--- src/rtl/clock_ratio_meter_if.sv ---
// clock_ratio_meter_if: control/result bundle of the clock ratio meter.
// Optional min/max period results exist when PERIOD_MINMAX_EN is defined.
interface clock_ratio_meter_if #(
   parameter int CW = 32
);
   logic [CW-1:0] gate_cycles;
   logic          start;
   logic          abort;
   logic          busy;
   logic          valid;
   logic          no_signal;
   logic [CW-1:0] edge_count;
   logic [CW-1:0] span;
   logic [CW-1:0] last_period;
`ifdef PERIOD_MINMAX_EN
   logic [CW-1:0] min_period;
   logic [CW-1:0] max_period;

   modport master (
      output gate_cycles, start, abort,
      input  busy, valid, no_signal,
      input  edge_count, span, last_period,
      input  min_period, max_period
   );

   modport slave (
      input  gate_cycles, start, abort,
      output busy, valid, no_signal,
      output edge_count, span, last_period,
      output min_period, max_period
   );
`else
   modport master (
      output gate_cycles, start, abort,
      input  busy, valid, no_signal,
      input  edge_count, span, last_period
   );

   modport slave (
      input  gate_cycles, start, abort,
      output busy, valid, no_signal,
      output edge_count, span, last_period
   );
`endif
endinterface

--- src/rtl/clock_ratio_meter.sv ---
// clock_ratio_meter: counts synchronized meas_clk edges over a clk gate.
// Define PERIOD_MINMAX_EN to add min/max period tracking.
module clock_ratio_meter #(
   parameter int CW          = 32,
   parameter int SYNC_STAGES = 2
) (
   input  logic               clk,
   input  logic               rst_n,
   input  logic               meas_clk,
   clock_ratio_meter_if.slave bus
);

   localparam logic [CW-1:0] ONE = CW'(1);

   typedef enum logic [1:0] {
      S_IDLE,
      S_ARM,
      S_GATE
   } state_t;

   state_t state_q, state_d;

   logic [SYNC_STAGES-1:0] sync_q, sync_d;
   logic prev_q, prev_d;
   logic edge_det;

   logic acc_start;
   logic zero_gate;
   logic timeout;
   logic gate_end;

   logic [CW-1:0] glen_q, glen_d;
   logic [CW-1:0] tcnt_q, tcnt_d;
   logic [CW-1:0] gcnt_q, gcnt_d;
   logic [CW-1:0] ecnt_q, ecnt_d;
   logic [CW-1:0] pcnt_q, pcnt_d;
   logic [CW-1:0] last_q, last_d;
   logic [CW-1:0] lper_q, lper_d;

   logic [CW-1:0] tcnt_inc;
   logic [CW-1:0] gcnt_inc;
   logic [CW-1:0] pcnt_inc;

   logic [CW-1:0] ecnt_n;
   logic [CW-1:0] last_n;
   logic [CW-1:0] lper_n;

   logic busy_q, busy_d;
   logic valid_q, valid_d;
   logic nosig_q, nosig_d;
   logic [CW-1:0] ec_q, ec_d;
   logic [CW-1:0] sp_q, sp_d;
   logic [CW-1:0] lp_q, lp_d;

`ifdef PERIOD_MINMAX_EN
   logic [CW-1:0] mn_q, mn_d;
   logic [CW-1:0] mx_q, mx_d;
   logic [CW-1:0] mn_n;
   logic [CW-1:0] mx_n;
   logic [CW-1:0] minp_q, minp_d;
   logic [CW-1:0] maxp_q, maxp_d;
`endif

   // shift meas_clk through the synchronizer, keep previous synced value
   always_comb begin
      sync_d = {sync_q[SYNC_STAGES-2:0], meas_clk};
      prev_d = sync_q[SYNC_STAGES-1];
   end

   assign edge_det  = sync_q[SYNC_STAGES-1] & ~prev_q;
   assign acc_start = bus.start & ~bus.abort;
   assign zero_gate = (bus.gate_cycles == '0);

   assign tcnt_inc = tcnt_q + ONE;
   assign gcnt_inc = gcnt_q + ONE;
   assign pcnt_inc = pcnt_q + ONE;

   assign timeout  = (tcnt_inc == glen_q);
   assign gate_end = (gcnt_inc == glen_q);

   // next-state decision
   always_comb begin
      state_d = state_q;
      unique case (state_q)
         S_IDLE: begin
            if (acc_start && !zero_gate)
               state_d = S_ARM;
         end
         S_ARM: begin
            if (bus.abort)
               state_d = S_IDLE;
            else if (edge_det)
               state_d = S_GATE;
            else if (timeout)
               state_d = S_IDLE;
         end
         S_GATE: begin
            if (bus.abort || gate_end)
               state_d = S_IDLE;
         end
         default: state_d = S_IDLE;
      endcase
   end

   // gate counters as they stand after this cycle's edge, if any
   always_comb begin
      ecnt_n = ecnt_q;
      last_n = last_q;
      lper_n = lper_q;
`ifdef PERIOD_MINMAX_EN
      mn_n = mn_q;
      mx_n = mx_q;
`endif
      if (edge_det) begin
         ecnt_n = ecnt_q + ONE;
         last_n = gcnt_inc;
         lper_n = pcnt_inc;
`ifdef PERIOD_MINMAX_EN
         if (ecnt_q == '0) begin
            mn_n = pcnt_inc;
            mx_n = pcnt_inc;
         end else begin
            if (pcnt_inc < mn_q)
               mn_n = pcnt_inc;
            if (pcnt_inc > mx_q)
               mx_n = pcnt_inc;
         end
`endif
      end
   end

   // per-state counter updates and result publication
   always_comb begin
      glen_d  = glen_q;
      tcnt_d  = tcnt_q;
      gcnt_d  = gcnt_q;
      ecnt_d  = ecnt_q;
      pcnt_d  = pcnt_q;
      last_d  = last_q;
      lper_d  = lper_q;
      busy_d  = busy_q;
      valid_d = 1'b0;
      nosig_d = nosig_q;
      ec_d    = ec_q;
      sp_d    = sp_q;
      lp_d    = lp_q;
`ifdef PERIOD_MINMAX_EN
      mn_d   = mn_q;
      mx_d   = mx_q;
      minp_d = minp_q;
      maxp_d = maxp_q;
`endif
      unique case (state_q)
         S_IDLE: begin
            if (acc_start) begin
               nosig_d = 1'b0;
               if (zero_gate) begin
                  valid_d = 1'b1;
                  ec_d    = '0;
                  sp_d    = '0;
                  lp_d    = '0;
`ifdef PERIOD_MINMAX_EN
                  minp_d = '0;
                  maxp_d = '0;
`endif
               end else begin
                  glen_d = bus.gate_cycles;
                  tcnt_d = '0;
                  busy_d = 1'b1;
               end
            end
         end
         S_ARM: begin
            if (bus.abort) begin
               busy_d = 1'b0;
            end else if (edge_det) begin
               gcnt_d = '0;
               ecnt_d = '0;
               pcnt_d = '0;
               last_d = '0;
               lper_d = '0;
`ifdef PERIOD_MINMAX_EN
               mn_d = '0;
               mx_d = '0;
`endif
            end else if (timeout) begin
               valid_d = 1'b1;
               busy_d  = 1'b0;
               nosig_d = 1'b1;
               ec_d    = '0;
               sp_d    = '0;
               lp_d    = '0;
`ifdef PERIOD_MINMAX_EN
               minp_d = '0;
               maxp_d = '0;
`endif
            end else begin
               tcnt_d = tcnt_inc;
            end
         end
         S_GATE: begin
            if (bus.abort) begin
               busy_d = 1'b0;
            end else begin
               gcnt_d = gcnt_inc;
               pcnt_d = edge_det ? '0 : pcnt_inc;
               ecnt_d = ecnt_n;
               last_d = last_n;
               lper_d = lper_n;
`ifdef PERIOD_MINMAX_EN
               mn_d = mn_n;
               mx_d = mx_n;
`endif
               if (gate_end) begin
                  valid_d = 1'b1;
                  busy_d  = 1'b0;
                  ec_d    = ecnt_n;
                  sp_d    = last_n;
                  lp_d    = lper_n;
`ifdef PERIOD_MINMAX_EN
                  minp_d = (ecnt_n == '0) ? '0 : mn_n;
                  maxp_d = (ecnt_n == '0) ? '0 : mx_n;
`endif
               end
            end
         end
         default: ;
      endcase
   end

   // state register
   always_ff @(posedge clk or negedge rst_n) begin
      if (!rst_n)
         state_q <= S_IDLE;
      else
         state_q <= state_d;
   end

   // synchronizer and edge-detect flops
   always_ff @(posedge clk or negedge rst_n) begin
      if (!rst_n) begin
         sync_q <= '0;
         prev_q <= 1'b0;
      end else begin
         sync_q <= sync_d;
         prev_q <= prev_d;
      end
   end

   // counters and result registers
   always_ff @(posedge clk or negedge rst_n) begin
      if (!rst_n) begin
         glen_q  <= '0;
         tcnt_q  <= '0;
         gcnt_q  <= '0;
         ecnt_q  <= '0;
         pcnt_q  <= '0;
         last_q  <= '0;
         lper_q  <= '0;
         busy_q  <= 1'b0;
         valid_q <= 1'b0;
         nosig_q <= 1'b0;
         ec_q    <= '0;
         sp_q    <= '0;
         lp_q    <= '0;
`ifdef PERIOD_MINMAX_EN
         mn_q   <= '0;
         mx_q   <= '0;
         minp_q <= '0;
         maxp_q <= '0;
`endif
      end else begin
         glen_q  <= glen_d;
         tcnt_q  <= tcnt_d;
         gcnt_q  <= gcnt_d;
         ecnt_q  <= ecnt_d;
         pcnt_q  <= pcnt_d;
         last_q  <= last_d;
         lper_q  <= lper_d;
         busy_q  <= busy_d;
         valid_q <= valid_d;
         nosig_q <= nosig_d;
         ec_q    <= ec_d;
         sp_q    <= sp_d;
         lp_q    <= lp_d;
`ifdef PERIOD_MINMAX_EN
         mn_q   <= mn_d;
         mx_q   <= mx_d;
         minp_q <= minp_d;
         maxp_q <= maxp_d;
`endif
      end
   end

   assign bus.busy        = busy_q;
   assign bus.valid       = valid_q;
   assign bus.no_signal   = nosig_q;
   assign bus.edge_count  = ec_q;
   assign bus.span        = sp_q;
   assign bus.last_period = lp_q;
`ifdef PERIOD_MINMAX_EN
   assign bus.min_period  = minp_q;
   assign bus.max_period  = maxp_q;
`endif

endmodule
--- src/flat_wrapper.sv ---
// flat-port wrapper written by rule: the top's interface ports become plain ports
module clock_ratio_meter_flat 
#(
   parameter int CW          = 32,
   parameter int SYNC_STAGES = 2
)
  (clk, rst_n, meas_clk, bus_gate_cycles, bus_start, bus_abort, bus_busy, bus_valid, bus_no_signal, bus_edge_count, bus_span, bus_last_period);
  clock_ratio_meter_if #(.CW(CW)) bus_i ();
  input  logic clk;
  input  logic rst_n;
  input  logic meas_clk;
  input wire logic [$bits(bus_i.gate_cycles)-1:0] bus_gate_cycles;
  input wire logic [$bits(bus_i.start)-1:0] bus_start;
  input wire logic [$bits(bus_i.abort)-1:0] bus_abort;
  output wire logic [$bits(bus_i.busy)-1:0] bus_busy;
  output wire logic [$bits(bus_i.valid)-1:0] bus_valid;
  output wire logic [$bits(bus_i.no_signal)-1:0] bus_no_signal;
  output wire logic [$bits(bus_i.edge_count)-1:0] bus_edge_count;
  output wire logic [$bits(bus_i.span)-1:0] bus_span;
  output wire logic [$bits(bus_i.last_period)-1:0] bus_last_period;
  assign bus_i.gate_cycles = bus_gate_cycles;
  assign bus_i.start = bus_start;
  assign bus_i.abort = bus_abort;
  assign bus_busy = bus_i.busy;
  assign bus_valid = bus_i.valid;
  assign bus_no_signal = bus_i.no_signal;
  assign bus_edge_count = bus_i.edge_count;
  assign bus_span = bus_i.span;
  assign bus_last_period = bus_i.last_period;
  clock_ratio_meter #(.CW(CW), .SYNC_STAGES(SYNC_STAGES)) u_core (.clk(clk), .rst_n(rst_n), .meas_clk(meas_clk), .bus(bus_i));
endmodule
--- config.mk ---
export PLATFORM = sky130hd
export DESIGN_NAME = clock_ratio_meter_flat
export DESIGN_NICKNAME = d
export VERILOG_FILES = /design/src/rtl/clock_ratio_meter_if.sv /design/src/rtl/clock_ratio_meter.sv /design/src/flat_wrapper.sv
export SDC_FILE = /design/constraint.sdc
export NUM_CORES = 1
export LEC_CHECK = 0
export BUFFER_PORTS_ARGS = -buffer_cell sky130_fd_sc_hd__buf_2
export CAP_MARGIN = 20
export CORE_UTILIZATION = 52
export CTS_BUF_LIST = sky130_fd_sc_hd__clkbuf_2
export CTS_CLUSTER_DIAMETER = 120
export DETAILED_ROUTE_END_ITERATION = 12
export PLACE_DENSITY_LB_ADDON = 0.12
export SLEW_MARGIN = 10
export SYNTH_ARGS = -nofsm -noshare
export SYNTH_HDL_FRONTEND = slang
export SYNTH_SLANG_ARGS = --single-unit
--- constraint.sdc ---
create_clock -name clk -period 3.6 [get_ports clk]
set_clock_uncertainty 0.15 [all_clocks]
set_input_delay 0.18 -clock clk [delete_from_list [all_inputs] [get_ports clk]]
set_output_delay 0.18 -clock clk [all_outputs]
set_load 0.05 [all_outputs]
# --- Word level (Yosys, flattened, before mapping) ---
# Cells that the tools add are included.
totals:
  register_bits: 328
  inputBits: 37
  output_inout_bits: 99
  wordCells: 123
op_classes:
  n_addsub: 4
  eq_ne: 20
  n_mux: 63
  n_bitwise: 5
  reduce_logical: 15
op_table:
  columns: ["op", "n"]
  rows:
  - ["2-to-1 mux 32 bit", 27]
  - ["case mux 32 bit (2 select lines)", 6]
  - ["case mux 32 bit (3 select lines)", 3]
  - ["adder 32 x 1 -> 32 bit, second input constant", 4]
  - ["== test 32 bit", 2]
  - ["zero test 32 bit", 1]
  - ["2-to-1 mux 1 bit", 18]
  - ["inequality test 2 x 1 -> 1 bit, second input constant", 7]
  - ["AND reduction 6 bit", 2]
  - ["2-to-1 mux 2 bit", 5]
  - ["inequality test 2 bit, second input constant", 5]
  - ["AND reduction 8 bit", 1]
  - ["inequality test 3 x 2 -> 1 bit, second input constant", 2]
  - ["case mux 1 bit (3 select lines)", 2]
  - ["case mux 2 bit (3 select lines)", 1]
  - ["AND reduction 3 bit", 2]
  - ["AND reduction 5 bit", 1]
  - ["inequality test 4 x 2 -> 1 bit, second input constant", 1]
  - ["AND reduction 4 bit", 1]
  - ["nonzero test 2 bit", 2]
  - ["inequality test 3 bit, second input constant", 1]
  - ["NOT 1 bit", 3]
  - ["nonzero test 3 bit", 1]
  - ["AND 1 bit", 2]
  - ["7 further kinds", 7]

# --- Longest topological paths before layout ---
depth:
  word_depth: 6
  mapped_depth: 14
  mapped_depth_nobuf: 10

# --- Worst setup path before layout ---
# OpenSTA, ideal clock, no wires.
synth_path:
  path_kind: "flip-flop to flip-flop"
  start: "register u_core.tcnt_q[1]"
  end: "register u_core.lp_q[15] (netlist: u_core.bus.last_period[15])"
  setup_time_ns: 0.128
  arrival_time_ns: 3.336
  t_required_ns: 3.322
  path_slack_ns: -0.014
  stages_incl_launch_ff: 13
  n_path_buf: 2
  cell_sequence: "dfrtp_1 > ha_1 > and4_1 > clkbuf_1 > nand4_1 > or3_1 > a22o_1 > nor4_1 > nand4_1 > nor4_2 > o221ai_2 > buf_2 > mux2_1"
synth_between:
  elab_chain_cells: 4
synth_lines:
  columns: ["item", "line_no", "text"]
  rows:
  - ["start, declared", "clock_ratio_meter.sv:33", "logic [CW-1:0] tcnt_q, tcnt_d;"]
  - ["start signal, assigned", "clock_ratio_meter.sv:274", "tcnt_q <= tcnt_d;"]
  - ["adder 32 x 1 -> 32 bit", "clock_ratio_meter.sv:74", "assign tcnt_inc = tcnt_q + ONE;"]
  - ["== test 32 bit", "clock_ratio_meter.sv:78", "assign timeout = (tcnt_inc == glen_q);"]
  - ["inequality test 2 x 1 -> 1 bit (no source line)", null, null]
  - ["AND reduction 8 bit (no source line)", null, null]
  - ["end signal, assigned", "clock_ratio_meter.sv:285", "lp_q <= lp_d;"]
  - ["end, declared", "clock_ratio_meter.sv:53", "logic [CW-1:0] lp_q, lp_d;"]
# Every way passes these cells.
# A chain may end at the register's enable or synchronous reset.

# --- Final worst setup path ---
layout_path:
  start: "register u_core.tcnt_q[0]"
  end: "register u_core.ec_q[17] (netlist: u_core.bus.edge_count[17])"
layout_between:
  elab_chain_cells: 4
layout_lines:
  columns: ["item", "line_no", "text"]
  rows:
  - ["adder 32 x 1 -> 32 bit", "clock_ratio_meter.sv:74", null]
  - ["== test 32 bit", "clock_ratio_meter.sv:78", null]
  - ["inequality test 2 x 1 -> 1 bit (no source line)", null, null]
  - ["AND reduction 8 bit (no source line)", null, null]
  - ["end signal, assigned", "clock_ratio_meter.sv:263", "ec_q <= '0;"]
  - ["end signal, assigned", "clock_ratio_meter.sv:283", "ec_q <= ec_d;"]
  - ["end, declared", "clock_ratio_meter.sv:51", "logic [CW-1:0] ec_q, ec_d;"]
# Every way passes these cells.

==> flow_summary.toml <==
[run_status]
run_status = "complete, but fails checks"
violations_in_the_final_reports = "negative setup slack"

[critical_path]
cp_num_cells = 14
setup.worst_path.end_class = "register"
cp-start-kind = "register"
crit_buf_inv = 5
cp.arrival_ns = 4.34
worst-endpoint-required_ns = 4.33
cp_slowest_cell = "sky130_fd_sc_hd__dfrtp_1"
timing.critical_path.slowest_cell_delay_ns = 0.41
timing.critical_path.max_delay_family = "simple AND/OR/NAND/NOR gates"
worst-path-max-fanout = 9
critical_path.cell_chain = "buf_4 -> nand2_1 -> nor4_1 -> buf_4 -> and3_1 -> o22ai_1 -> nor4_1 -> nand4_1 -> buf_4 -> nor4_4 -> o221ai_4 -> buf_12 -> clkbuf_16 -> mux2_4"
critical_path.most_common_cell = "sky130_fd_sc_hd__buf_4"
timing_worst_setup_path_type = "register to register"
reg2reg_depth = 14

[global_route]
met3_usage = 0.0543
use_met1 = 0.429
grt_start_max_net_pins = 99
global_route.usage.total = 0.308
grt_pass1_vias = 17100
global_route.overflow_total = 0
grt_busiest_layer = "met2"
antenna_violations_before_repair = 2
grt_pass1_wl_um = 92800
use_met2 = 0.477

[synthesis]
avgSynthCellArea_sq_um = 8.89
synthCells = 2155
post_synth_num_cell_types = 68
postSynthNetCount = 2200
postSynth.topFlopCell = "sky130_fd_sc_hd__dfrtp_1"
syn_area_sq_um = 19100
yosys_warnings = 0
async_reset_ff_frac = 1.00
share_of_the_yosys_chip_area_belonging_to_registers = 0.429
ys_ff_latch = 328
count_of_flip_flops_with_a_built_in_enable_after_synthesis = 0

[clock_network]
clock_slew_at_reported_path_ffs_ns = 0.10
numCtsBuffers = 90
clockBufferDepth = 3
tritoncts = "yes"
maximum_level_of_the_cts_h_tree = 3
cts.sinks = 328
cts_root_buffer = "sky130_fd_sc_hd__clkbuf_2"
clkLatencyLatePin_ns = 0.99

[floorplanning]
die_x_um = 194
initial_utilization = 0.533
rows = 69
fp.coreArea_sq_um = 35900
die_h_um = 194
top_level_ports = 136
design.die.area_sq_um = 37600

[power_and_ir_drop]
ir_drop_mv = 0.365
comb_power_share = 0.407
power-per-cell-area_nw_per_um2 = 565
cellLeakagePower_nw = 10.6
power_frac_seq = 0.383
clock_power_share = 0.210
power_switching_share = 0.409
p_switching_mw = 5.39
power_report.internal_total_mw = 7.78

[layout]
most-common-layout-cells = "sky130_fd_sc_hd__dfrtp_1 (327), sky130_fd_sc_hd__nand2_1 (323), sky130_fd_sc_hd__o21ai_0 (214)"
layout_commonest_cell = "sky130_fd_sc_hd__dfrtp_1"
fin_cells = 3001
num-nets-final = 2522
flow.area_growth_from_synthesis_pct = 21.8
drive_above_1_share = 0.233
fillerInstances = 3048

[drt]
vias = 17600
count_of_nets_left_with_antenna_violations_after_detail_routing = 0
detailedRoute.firstIterationViolations = 1343
wire_per_inst_um = 19.3
via_per_inst = 5.88
drt_pass_1_iters = 6
routed_wl_um = 57800
drcViolationCount = 0

[timing]
grt_setup_unrepaired = "true"
fmax_ghz = 0.276
period_share = 1.00
final.min_clock_period_ns = 3.62
slew-limit-headroom = 0.275
hold_ws_ns = 0.101
hold_viol_final = 0
setup_viol_count_final = 6
final_critical_path_setup_slack_ns = -0.0176
fin_setup_tns_ns = -0.0547
max_slew.worst_pin.slew_ns = 1.08
maxSlewViolCount = 0

[placement]
gpl.final_weighted_congestion = 0.956
pre_cts_ws_ns = -0.0747
place.detailed.instances = 2760
placement.io_buffers = 135
place.detailed.hpwl_um = 38100

[run]
max_cap_violations = 0

[min_path]
timing.hold.worst.class = "input port to register"
holdPathStages = 4
[metrics by stage]
stage          total power [mW]  area (sq um)   util
2_1_floorplan              8.22         19200      -
3_3_place_gp               9.79         21300  0.593
3_5_place_dp               9.91         21300  0.593
4_1_cts                    12.8         22900  0.637
5_1_grt                    13.9         23300  0.649
6_report                   13.2         23300  0.649
[synth_stat cells (28+ instances only)]
| cell | n | area share |
|---|---|---|
| sky130_fd_sc_hd__nand4_1 | 51 | 0.017 |
| sky130_fd_sc_hd__xor2_1 | 50 | 0.023 |
| sky130_fd_sc_hd__clkbuf_1 | 137 | 0.027 |
| sky130_fd_sc_hd__nand2_1 | 323 | 0.063 |
| sky130_fd_sc_hd__and3_1 | 28 | 0.0091 |
| sky130_fd_sc_hd__xnor2_1 | 105 | 0.048 |
| sky130_fd_sc_hd__a22o_1 | 52 | 0.024 |
| sky130_fd_sc_hd__dfrtp_1 | 328 | 0.43 |
| sky130_fd_sc_hd__nor3_1 | 52 | 0.014 |
| sky130_fd_sc_hd__mux2_2 | 47 | 0.028 |
| sky130_fd_sc_hd__mux2i_1 | 73 | 0.038 |
| sky130_fd_sc_hd__nor4_1 | 28 | 0.0091 |
| sky130_fd_sc_hd__o211ai_1 | 28 | 0.011 |
| sky130_fd_sc_hd__a21oi_1 | 54 | 0.014 |
| sky130_fd_sc_hd__o21ai_0 | 218 | 0.057 |
| sky130_fd_sc_hd__mux2_1 | 35 | 0.021 |
| sky130_fd_sc_hd__nor2_1 | 122 | 0.024 |
| sky130_fd_sc_hd__nand3_1 | 82 | 0.021 |
| sky130_fd_sc_hd__inv_1 | 89 | 0.017 |
[cell families (layout without fill, tap and decap cells)]
kind of cell,Yosys count,in the layout,synth area share
AOI/OAI and AO/OA,455,455,0.149
xor gates and xnor gates,164,164,0.0815
adders and majority gates,8,8,0.00523
buffers and inverters,265,649,0.0552
DFF,328,328,0.429
muxes,155,155,0.0864
other,0,1,0
and+or+nand+nor,780,780,0.194
[worst reg2reg max path: stages (launching register included)]
cell                        delay [ns]
sky130_fd_sc_hd__dfrtp_1          0.41
sky130_fd_sc_hd__buf_4            0.16
sky130_fd_sc_hd__nand2_1          0.07
sky130_fd_sc_hd__nor4_1           0.28
sky130_fd_sc_hd__buf_4            0.22
sky130_fd_sc_hd__and3_1           0.27
sky130_fd_sc_hd__o22ai_1          0.12
sky130_fd_sc_hd__nor4_1           0.31
sky130_fd_sc_hd__nand4_1          0.12
sky130_fd_sc_hd__buf_4            0.18
sky130_fd_sc_hd__nor4_4           0.37
sky130_fd_sc_hd__o221ai_4         0.21
sky130_fd_sc_hd__buf_12           0.19
sky130_fd_sc_hd__clkbuf_16        0.17
sky130_fd_sc_hd__mux2_4           0.30
[repair_timing]
| item | CTS | global route |
|---|---|---|
| pin swaps | 1 | 7 |
| gates cloned | 0 | 3 |
| hold buffers | 71 | 0 |
| setup endpoints to repair | 83 | 110 |
| endpoints found under the hold margin | 610 | 0 |
| buffers inserted | 0 | 12 |
| resized for setup | 9 | 64 |
[area by class of cell]
type / count / area [sq um] / share of cell area
Tap cell: 461 / 577 / 0.0247
Sequential cell: 328 / 8210 / 0.352
Inverter: 89 / 334 / 0.0143
Clock buffer: 133 / 666 / 0.0285
Antenna cell: 1 / 2.50 / 0.000107
Timing Repair Buffer: 406 / 3150 / 0.135
Multi-Input combinational cell: 1562 / 10200 / 0.439
Clock inverter: 21 / 150 / 0.00644
[path summary, 6_finish.rpt]
check,from,to,slack (ns)
setup / recovery,u_core.tcnt_q[0],u_core.bus.edge_count[17],-0.02
hold / removal,bus_abort,u_core.bus.valid,0.10
setup reg to reg,u_core.tcnt_q[0],u_core.bus.edge_count[17],-0.02
hold reg to reg,u_core.sync_q[0],u_core.sync_q[1],0.22
max in group asynchronous,rst_n,u_core.tcnt_q[5],2.55
min in group asynchronous,rst_n,u_core.lper_q[3],0.26
[layer usage]
layer  up-vias  share of wire
li1       8280              -
met1      8559           0.45
met2       665           0.46
met3       130          0.064
met4         0          0.031
met5         -              0
[power by group through the flow]
stage / combinational [mW] / sequential (mW) / clock [mW]
3_3_place_gp: 4.75 / 5.04 / 0
3_5_place_dp: 4.85 / 5.06 / 0
2_1_floorplan: 3.42 / 4.81 / 0
5_1_grt: 5.81 / 5.10 / 3.02
4_1_cts: 4.95 / 4.99 / 2.85
6_report: 5.37 / 5.04 / 2.76
(Power assumes the default switching activity.)
